==> config.mk <==
export PLATFORM = sky130hd
export DESIGN_NAME = uart_tx_queue_flat
export DESIGN_NICKNAME = d
export VERILOG_FILES = /design/src/rtl/uart_tx_queue_if.sv /design/src/rtl/uart_tx_queue.sv /design/src/flat_wrapper.sv
export SDC_FILE = /design/constraint.sdc
export NUM_CORES = 1
export LEC_CHECK = 0
export CORE_MARGIN = 3
export CORE_UTILIZATION = 44
export CTS_CLUSTER_DIAMETER = 50
export DETAILED_ROUTE_END_ITERATION = 12
export DONT_BUFFER_PORTS = 1
export GPL_ROUTABILITY_DRIVEN = 0
export SLEW_MARGIN = 20
export SYNTH_ARGS = -nofsm -noshare
export SYNTH_HDL_FRONTEND = slang
export SYNTH_SLANG_ARGS = --single-unit
==> constraint.sdc <==
create_clock -name CLK -period 3 [get_ports CLK]
set_input_delay 0.6 -clock CLK [delete_from_list [all_inputs] [get_ports CLK]]
set_output_delay 0.6 -clock CLK [all_outputs]
set_load 0.03 [all_outputs]
==> src/rtl/uart_tx_queue_if.sv <==
// rtl/uart_tx_queue_if.sv - producer and UART-side signal bundle for uart_tx_queue
//
// Purpose: groups the enqueue port, queue status and the UART DIN/OE/RDY
// handshake so they travel as one port.
// Signals:
//   WDATA, WE          byte and strobe from the producer
//   FULL, EMPTY, LEVEL queue status (LEVEL is $clog2(Depth)+1 bits)
//   OVF                sticky overflow flag (constant 0 unless enabled)
//   DIN, OE            byte and one-cycle transmit strobe to the UART
//   RDY                UART transmitter idle
// Modports: master = producer/UART side, slave = the queue.
interface uart_tx_queue_if #(
  parameter int Depth = 16
) ();
  localparam int LW = $clog2(Depth) + 1;

  logic [7:0]    WDATA;
  logic          WE;
  logic          FULL;
  logic          EMPTY;
  logic [LW-1:0] LEVEL;
  logic          OVF;
  logic [7:0]    DIN;
  logic          OE;
  logic          RDY;

  modport master (
    output WDATA, WE, RDY,
    input  FULL, EMPTY, LEVEL, OVF, DIN, OE
  );

  modport slave (
    input  WDATA, WE, RDY,
    output FULL, EMPTY, LEVEL, OVF, DIN, OE
  );
endinterface

==> src/rtl/uart_tx_queue.sv <==
// rtl/uart_tx_queue.sv - byte FIFO with paced transmit sequencer feeding a UART
//
// Purpose: buffers bytes pushed at clock rate and hands them one at a time to
// the UART transmitter, waiting for RDY and leaving a gap cycle after each OE.
// Ports:
//   CLK    system clock, rising edge
//   RST_N  asynchronous active-low reset
//   q      uart_tx_queue_if.slave: WDATA/WE in, FULL/EMPTY/LEVEL/OVF out,
//          DIN/OE out to the UART, RDY in from the UART
// Parameter Depth: FIFO entries, power of two, >= 2.
// Macro UART_TX_QUEUE_OVF_EN: when defined, OVF latches any write attempted
// while FULL; when undefined, OVF is constant 0.
module uart_tx_queue #(
  parameter int Depth = 16
) (
  input  logic            CLK,
  input  logic            RST_N,
  uart_tx_queue_if.slave  q
);
  localparam int PW = $clog2(Depth);
  localparam int LW = PW + 1;

  typedef enum logic [1:0] {
    IDLE = 2'd0,
    SEND = 2'd1,
    GAP  = 2'd2
  } state_t;

  state_t        state;
  logic [7:0]    mem [Depth];
  logic [PW-1:0] wptr;
  logic [PW-1:0] rptr;
  logic [LW-1:0] level;
  logic [7:0]    din_q;
  logic          oe_q;
  logic          full;
  logic          empty;
  logic          push;
  logic          pop;

  // Status comes only from the registered occupancy, so a pop in the same
  // cycle never frees a slot for a write while full.
  assign full  = (level == LW'(Depth));
  assign empty = (level == '0);
  assign push  = q.WE && !full;
  assign pop   = (state == IDLE) && !empty && q.RDY;

  // Storage is intentionally not reset.
  always_ff @(posedge CLK) begin
    if (push) begin
      mem[wptr] <= q.WDATA;
    end
  end

  always_ff @(posedge CLK or negedge RST_N) begin
    if (!RST_N) begin
      wptr  <= '0;
      rptr  <= '0;
      level <= '0;
    end else begin
      if (push) wptr <= wptr + PW'(1);
      if (pop)  rptr <= rptr + PW'(1);
      case ({push, pop})
        2'b10:   level <= level + LW'(1);
        2'b01:   level <= level - LW'(1);
        default: level <= level;
      endcase
    end
  end

  // Sequencer. GAP exists because the UART only drops RDY the cycle after it
  // samples OE; looking at RDY then would launch a second byte too early.
  always_ff @(posedge CLK or negedge RST_N) begin
    if (!RST_N) begin
      state <= IDLE;
      oe_q  <= 1'b0;
      din_q <= 8'h00;
    end else begin
      case (state)
        IDLE: begin
          oe_q <= 1'b0;
          if (pop) begin
            din_q <= mem[rptr];
            oe_q  <= 1'b1;
            state <= SEND;
          end
        end
        SEND: begin
          oe_q  <= 1'b0;
          state <= GAP;
        end
        GAP: begin
          oe_q  <= 1'b0;
          state <= IDLE;
        end
        default: begin
          oe_q  <= 1'b0;
          state <= IDLE;
        end
      endcase
    end
  end

`ifdef UART_TX_QUEUE_OVF_EN
  logic ovf_q;

  always_ff @(posedge CLK or negedge RST_N) begin
    if (!RST_N) begin
      ovf_q <= 1'b0;
    end else if (q.WE && full) begin
      ovf_q <= 1'b1;
    end
  end

  assign q.OVF = ovf_q;
`else
  assign q.OVF = 1'b0;
`endif

  assign q.FULL  = full;
  assign q.EMPTY = empty;
  assign q.LEVEL = level;
  assign q.DIN   = din_q;
  assign q.OE    = oe_q;
endmodule

==> src/flat_wrapper.sv <==
// flat-port wrapper written by rule: the top's interface ports become plain ports
module uart_tx_queue_flat 
#(
  parameter int Depth = 16
)
  (CLK, RST_N, q_WDATA, q_WE, q_RDY, q_FULL, q_EMPTY, q_LEVEL, q_OVF, q_DIN, q_OE);
  uart_tx_queue_if #(.Depth(Depth)) q_i ();
  input  logic CLK;
  input  logic RST_N;
  input wire logic [$bits(q_i.WDATA)-1:0] q_WDATA;
  input wire logic [$bits(q_i.WE)-1:0] q_WE;
  input wire logic [$bits(q_i.RDY)-1:0] q_RDY;
  output wire logic [$bits(q_i.FULL)-1:0] q_FULL;
  output wire logic [$bits(q_i.EMPTY)-1:0] q_EMPTY;
  output wire logic [$bits(q_i.LEVEL)-1:0] q_LEVEL;
  output wire logic [$bits(q_i.OVF)-1:0] q_OVF;
  output wire logic [$bits(q_i.DIN)-1:0] q_DIN;
  output wire logic [$bits(q_i.OE)-1:0] q_OE;
  assign q_i.WDATA = q_WDATA;
  assign q_i.WE = q_WE;
  assign q_i.RDY = q_RDY;
  assign q_FULL = q_i.FULL;
  assign q_EMPTY = q_i.EMPTY;
  assign q_LEVEL = q_i.LEVEL;
  assign q_OVF = q_i.OVF;
  assign q_DIN = q_i.DIN;
  assign q_OE = q_i.OE;
  uart_tx_queue #(.Depth(Depth)) u_core (.CLK(CLK), .RST_N(RST_N), .q(q_i));
endmodule
== After elaboration in Yosys (flattened, before gate mapping) ==
Memories as Yosys holds them, arrays and structs flattened. A register that Yosys moved wholly into a read port is not among the register bits.
Cells that the tools add are included.

* Output and inout port bits: 17
* Memory bits (read-only): 0
* Bits in registers: 16
* Memories kept: 1
* Input port bits: 12
* Latch bits: 0
* RAM bits: 128
* Word-level logic and storage cells: 32

{| class="wikitable"
|+ Memory list
! memory !! depth !! bits a word !! read ports !! clocked after memory_dff !! write ports !! line !! RTL
|-
| u_core.mem || 16 || 8 || 1 || 1 || 1 || uart_tx_queue.sv:30 || <nowiki>logic [7:0] mem [Depth];</nowiki>
|}

* Add/sub/neg operators: 4
* Shifts and indexed selects: 0
* $lt $le $gt $ge: 0
* $mul: 0
* Divide/modulo/power cells: 0
* Multiplexer cells: 7
* Bitwise logic cells: 0
* Eq/ne operators: 5
* Reduce and logical (&&, ||, !) cells: 10

{| class="wikitable"
|+ Operators by type and width
! kind !! count
|-
| 5-bit one-hot mux with 2 select lines || 1
|-
| 4-bit by 1-bit adder with 4-bit output, second input constant || 2
|-
| 5-bit by 1-bit adder with 5-bit output, second input constant || 1
|-
| 5-bit equality test, second input constant || 1
|-
| 5-bit zero test || 1
|-
| 5-bit by 1-bit subtractor with 5-bit output, second input constant || 1
|-
| 2-bit by 1-bit equality test with 1-bit output, second input constant || 2
|-
| 1-bit two-way mux || 4
|-
| 2-bit one-hot mux with 2 select lines || 1
|-
| 1-bit logical AND || 3
|-
| 1-bit zero test || 3
|-
| 2-bit equality test, second input constant || 1
|-
| 2-bit zero test || 1
|-
| 2-bit two-way mux || 1
|-
| 2-bit by 1-bit inequality test with 1-bit output, second input constant || 1
|-
| 2-bit AND reduction || 1
|-
| 2-bit nonzero test || 1
|}

== Logic depth before layout (Yosys ltp) ==
* Depth after elaboration: 6
* Mapped depth: 13

== Worst setup path before layout ==
OpenSTA, ideal clock, no wires.

* Kind: reg2reg
* Start point: register u_core.level[0], in the netlist u_core.q.LEVEL[0]
* End point: register u_core.level[4], in the netlist u_core.q.LEVEL[4]
* Setup slack: -309 ps
* Cell stages (with the launch flop): 12
* Arrival time: 3175 ps
* Data required time: 2866 ps
* Period minus slack after synthesis: 3309 ps
* Buffers on the path: 0
* Library setup time: 134 ps
* Cell sequence: dfrtp_1 nor4_1 nor2b_1 or4b_4 inv_2 ha_1 ha_1 nor2b_1 o21ai_0 a21oi_1 or3b_2 xnor2_1

* Cells in the longest elaborated chain, start to end: 6
* Elaborated cells on any way between the ends: 13
* Classes of those cells: 2 x add/sub; 3 x eq/ne; 1 x mux; 7 x reduce/logical

{| class="wikitable"
|+ RTL lines
! what !! line !! RTL
|-
| from (decl) || uart_tx_queue.sv:33 || <nowiki>logic [LW-1:0] level;</nowiki>
|-
| from (signal assigned) || uart_tx_queue.sv:64 || <nowiki>2'b10: level <= level + LW'(1);</nowiki>
|-
| from (signal assigned) || uart_tx_queue.sv:65 || <nowiki>2'b01: level <= level - LW'(1);</nowiki>
|-
| from (signal assigned) || uart_tx_queue.sv:66 || <nowiki>default: level <= level;</nowiki>
|-
| 5-bit zero test (*) || uart_tx_queue.sv:44 || <nowiki>assign empty = (level == '0);</nowiki>
|-
| via q_EMPTY || flat_wrapper.sv:14 || <nowiki>output wire logic [$bits(q_i.EMPTY)-1:0] q_EMPTY;</nowiki>
|-
| 1-bit zero test (*) || uart_tx_queue.sv:46 || <nowiki>assign pop = (state == IDLE) && !empty && q.RDY;</nowiki>
|-
| 1-bit logical AND (*) (2 in series) || uart_tx_queue.sv:46 ||
|-
| via u_core.pop || uart_tx_queue.sv:39 || <nowiki>logic pop;</nowiki>
|-
| 2-bit by 1-bit equality test with 1-bit output / 2-bit equality test (equally long branches) || uart_tx_queue.sv:63 || <nowiki>case ({push, pop})</nowiki>
|-
| 5-bit one-hot mux with 2 select lines / 2-bit nonzero test (equally long branches) || n/a ||
|}

The timed path passes the listed nets; every way through them passes the cells marked *.
A chain may end at the register's enable or synchronous reset.

== Worst setup path after layout ==
* Start point: register u_core.level[0], in the netlist u_core.q.LEVEL[0]
* End point: register u_core.level[4], in the netlist u_core.q.LEVEL[4]

* Cells in the longest elaborated chain, start to end: 6
* Elaborated cells on any way between the ends: 13
* Classes of those cells: 2 x add/sub; 3 x eq/ne; 1 x mux; 7 x reduce/logical

{| class="wikitable"
|+ RTL lines
! what !! line
|-
| 5-bit zero test (*) || uart_tx_queue.sv:44
|-
| 1-bit zero test (*) || uart_tx_queue.sv:46
|-
| 1-bit logical AND (*) (2 in series) || uart_tx_queue.sv:46
|-
| via u_core.pop || uart_tx_queue.sv:39
|-
| 2-bit by 1-bit equality test with 1-bit output / 2-bit equality test (equally long branches) || uart_tx_queue.sv:63
|-
| 5-bit one-hot mux with 2 select lines / 2-bit nonzero test (equally long branches) || n/a
|}

Marks and branches as above.

==> impl_metrics.xml <==
<?xml version="1.0" encoding="UTF-8"?>
<metrics>
  <group name="clock_tree">
    <metric name="root_buffer" unit="">clkbuf_16</metric>
    <metric name="cts_htree_levels" unit="">4</metric>
    <metric name="worst_skew_pair.late_latency" unit="ns">0.41</metric>
    <metric name="cts_buffer_depth" unit="">2</metric>
    <metric name="clkTransAtPathRegs" unit="ns">0.06</metric>
    <metric name="cts_setup_buffers" unit="">0</metric>
    <metric name="clock_sinks" unit="">152</metric>
    <metric name="cts_buffers" unit="">17</metric>
    <metric name="tritoncts_clock_tree" unit="">built</metric>
  </group>
  <group name="synth">
    <metric name="yosysSeqAreaShare" unit="">0.720</metric>
    <metric name="synthesis.area_per_instance" unit="µm²">18.6</metric>
    <metric name="synth_cells" unit="">332</metric>
    <metric name="synth_cell_types" unit="">36</metric>
    <metric name="synth_area_leader_cell" unit="">edfxtp_1</metric>
    <metric name="synth.ff_latch_count" unit="">152</metric>
    <metric name="synth.net_count" unit="">354</metric>
    <metric name="synth_top_cells_by_area" unit="">edfxtp_1, dfrtp_1, mux4_1</metric>
    <metric name="netlist_area" unit="µm²">6180</metric>
    <metric name="synth-warning-count" unit="">0</metric>
    <metric name="synth_top_area_frac" unit="">0.622</metric>
  </group>
  <group name="sta">
    <metric name="relSlewSlack" unit="">0.560</metric>
    <metric name="period_needed" unit="ns">2.89</metric>
    <metric name="final-hold-violation-count" unit="">0</metric>
    <metric name="period_share" unit="">0.963</metric>
    <metric name="final-setup-viol-count" unit="">0</metric>
    <metric name="slew_viol_final" unit="">0</metric>
    <metric name="worst_slew_pin_slew" unit="ns">0.661</metric>
    <metric name="max_freq" unit="MHz">346</metric>
    <metric name="worst_clock_skew" unit="ns">0.00631</metric>
  </group>
  <group name="floorplanning">
    <metric name="io_pins" unit="">29</metric>
    <metric name="fp.dieW" unit="µm">124</metric>
    <metric name="starting_utilization_of_the_core_area" unit="">0.457</metric>
    <metric name="die_area" unit="µm²">15500</metric>
    <metric name="die_y_extent" unit="µm">124</metric>
    <metric name="site_row_count" unit="">42</metric>
    <metric name="core_region_area" unit="µm²">13500</metric>
  </group>
  <group name="critical_path">
    <metric name="rrSetupSlack" unit="ns">0.11</metric>
    <metric name="worstReg2RegEnd" unit="">u_core.q.LEVEL[4]</metric>
    <metric name="endpoint_kind" unit="">flip-flop</metric>
    <metric name="criticalPathCategory" unit="">reg -&gt; reg</metric>
    <metric name="worst-r2r-cell-count" unit="">12</metric>
    <metric name="critPathMaxStageDelay" unit="ns">0.49</metric>
    <metric name="worstPathCellList" unit="">nor4_4, nor2b_4, or4b_4, inv_2, ha_4, inv_1, fa_1, nor2b_1, o21ai_0, nand3_1, or3b_2, xnor2_1</metric>
    <metric name="timing.critical_path.arrival" unit="ns">3.19</metric>
    <metric name="critPathLaunch" unit="">u_core.q.LEVEL[0]</metric>
    <metric name="cp_slowest_cell" unit="">dfrtp_2</metric>
    <metric name="critical_path_required" unit="ns">3.30</metric>
    <metric name="crit_fanout" unit="">3</metric>
    <metric name="rr_startpoint" unit="">u_core.q.LEVEL[0]</metric>
    <metric name="start_kind" unit="">flip-flop</metric>
  </group>
  <group name="grt">
    <metric name="grt_start_max_net_pins" unit="">28</metric>
    <metric name="gr-total-overflow" unit="">0</metric>
    <metric name="grt_antenna_before_repair" unit="">0</metric>
    <metric name="wire_length_of_the_first_global_routing_pass" unit="µm">17400</metric>
    <metric name="gr-usage-all-layers" unit="">0.151</metric>
    <metric name="first_global_vias" unit="">2989</metric>
  </group>
  <group name="place">
    <metric name="placed_cell_area" unit="µm²">6530</metric>
    <metric name="numPortBuffers" unit="">0</metric>
    <metric name="place_hpwl" unit="µm">7050</metric>
  </group>
  <group name="pwr">
    <metric name="powerDensity" unit="nW/µm²">957</metric>
    <metric name="total_power_consumption_of_the_routed_design" unit="mW">6.80</metric>
    <metric name="ir_drop" unit="mV">0.444</metric>
    <metric name="power.static_leakage" unit="nW">2.52</metric>
  </group>
  <group name="detailed_routing">
    <metric name="route.detailed.drc" unit="">0</metric>
    <metric name="dr.pass1.iters" unit="">4</metric>
    <metric name="routed_wl" unit="µm">11200</metric>
    <metric name="detail_route.vias_per_cell" unit="">5.28</metric>
    <metric name="vias_after_detailed_routing" unit="">2923</metric>
    <metric name="wire_per_inst" unit="µm">20.2</metric>
    <metric name="detail-route-antenna-nets" unit="">0</metric>
    <metric name="drt_iter0_markers" unit="">181</metric>
  </group>
  <group name="worst_hold_path">
    <metric name="whs_endpoint" unit="">u_core.mem[0][6]</metric>
    <metric name="whs_path_depth" unit="">0</metric>
    <metric name="startpoint_of_the_most_critical_hold_path" unit="">q_WDATA[6]</metric>
    <metric name="hold_path_class" unit="">in -&gt; reg</metric>
  </group>
  <group name="finish">
    <metric name="nNetsFinal" unit="">387</metric>
    <metric name="synthToLayoutAreaGrowth" unit="%">15.0</metric>
    <metric name="finalInstanceArea" unit="µm²">7100</metric>
    <metric name="fraction_of_layout_cells_with_a_size_suffix_above_1" unit="">0.243</metric>
    <metric name="antennaDiodeCount" unit="">0</metric>
    <metric name="layout.filler_cells" unit="">1058</metric>
  </group>
  <group name="outcome">
    <metric name="status" unit="">finished, final reports clean</metric>
  </group>
  <group name="run">
    <metric name="max_cap_violations" unit="">0</metric>
  </group>
</metrics>
## synthesized netlist by cell type, drive strengths merged
| library cell | count |
|---|---|
| a21o | 1 |
| a21oi | 2 |
| and2 | 1 |
| buf | 16 |
| clkbuf | 3 |
| conb | 1 |
| dfrtp | 24 |
| edfxtp | 128 |
| fa | 1 |
| ha | 9 |
| inv | 11 |
| mux2 | 8 |
| mux2i | 9 |
| mux4 | 32 |
| nand2 | 29 |
| nand2b | 2 |
| nand3 | 1 |
| nand4 | 2 |
| nor2 | 12 |
| nor2b | 3 |
| nor3 | 4 |
| nor4 | 1 |
| o21ai | 20 |
| or3b | 1 |
| or4b | 1 |
| xnor2 | 8 |
| xor2 | 2 |
## metal layers
| layer | wire (µm) | track usage |
|---|---|---|
| met5 | 0 | 0 |
| met4 | 176 | 0.0638 |
| met1 | 5250 | 0.210 |
| met3 | 485 | 0.0386 |
| met2 | 5260 | 0.228 |
## how the worst max path moves through the flow
stage,end,slack [ns],cells past startpoint
2_1_floorplan,u_core.q.LEVEL[4],0.02,11
3_3_place_gp,u_core.q.LEVEL[4],0.02,11
3_5_place_dp,u_core.q.LEVEL[4],-0.08,11
4_1_cts,u_core.q.LEVEL[4],0.03,11
5_1_grt,u_core.q.LEVEL[4],-0.007,12
6_report,u_core.q.LEVEL[4],0.11,12
## power by group
group | internal [mW] | leakage (nW) | switching (mW) | total, mW
combinational | 0.949 | 0.841 | 0.989 | 1.94
sequential | 2.64 | 1.44 | 0.381 | 3.02
clock | 1.04 | 0.237 | 0.800 | 1.84
## registers in the layout (all words and copies together) (netlist names)
signal	count
u_core.wptr	4
u_core.state	2
u_core.q.LEVEL	5
u_core.q.DIN	8
u_core.q.OE	1
u_core.mem	128
u_core.rptr	4
## per-stage QoR
step / setup WS, ns / util / hold WS, ns / std cells / setup TNS, ns
floorplan: 0.0166 / - / 0.304 / 332 / 0
CTS: 0.0343 / 0.524 / 0.260 / 554 / 0
detailed placement: -0.0796 / 0.484 / 0.305 / 520 / -0.0796
global route: -0.00679 / 0.526 / 0.256 / 554 / -0.00679
global placement: 0.0219 / 0.484 / 0.305 / 520 / 0
finish: 0.110 / 0.526 / 0.282 / 554 / 0
## cells in the final DEF, fill, tap and decap left out, types with 2 or more instances in the layout
| cell type | instances |
|---|---|
| edfxtp_1 | 128 |
| buf_4 | 30 |
| nand2_1 | 29 |
| dfrtp_1 | 19 |
| mux4_1 | 17 |
| clkbuf_16 | 17 |
| mux4_2 | 15 |
| o21ai_1 | 15 |
| nor2_1 | 12 |
| inv_1 | 10 |
| mux2i_1 | 9 |
| mux2_2 | 8 |
| xnor2_1 | 8 |
| ha_1 | 8 |
| clkinv_1 | 5 |
| dfrtp_2 | 5 |
| nor3_1 | 4 |
| o21ai_0 | 4 |
| clkinvlp_4 | 4 |
| nand2b_1 | 2 |
| a21oi_1 | 2 |
| xor2_1 | 2 |
| nor2b_1 | 2 |
| nand4_1 | 2 |
| inv_6 | 2 |
| clkbuf_1 | 2 |
| buf_12 | 2 |
## cell type report
| cell class | instances | area (µm²) | share of cell area |
|---|---|---|---|
| Clock buffer | 19 | 433 | 0.0609 |
| Clock inverter | 13 | 80.1 | 0.0113 |
| Inverter | 11 | 41.3 | 0.00581 |
| Multi-Input combinational cell | 150 | 1600 | 0.226 |
| Sequential cell | 152 | 4450 | 0.627 |
| Tap cell | 176 | 220 | 0.0310 |
| Timing Repair Buffer | 33 | 275 | 0.0388 |
## critical path: cells and delay by family (launching register included)
kind	cells	cell delay, ns
buf+inv	2	0.16
flops	1	0.49
simple gates	6	1.36
xor+xnor	1	0.13
compound gates	1	0.10
fa+ha+maj	2	0.54
## cell families after synthesis
group                      Yosys count  synth area share
AOI/OAI and AO/OA                   23            0.0197
other                                1          0.000607
adders and majority gates           10            0.0215
DFF                                152             0.720
buffers and inverters               30            0.0265
and+or+nand+nor                     57            0.0417
muxes                               49             0.156
xor gates and xnor gates            10            0.0142
## timing repair
item,in CTS,in global routing
endpoints found under the setup margin,1,1
hold buffers,2,0
resized for setup,1,3
cloned,0,0
endpoints found under the hold margin,24,0
Power figures use the tool's default switching activity.
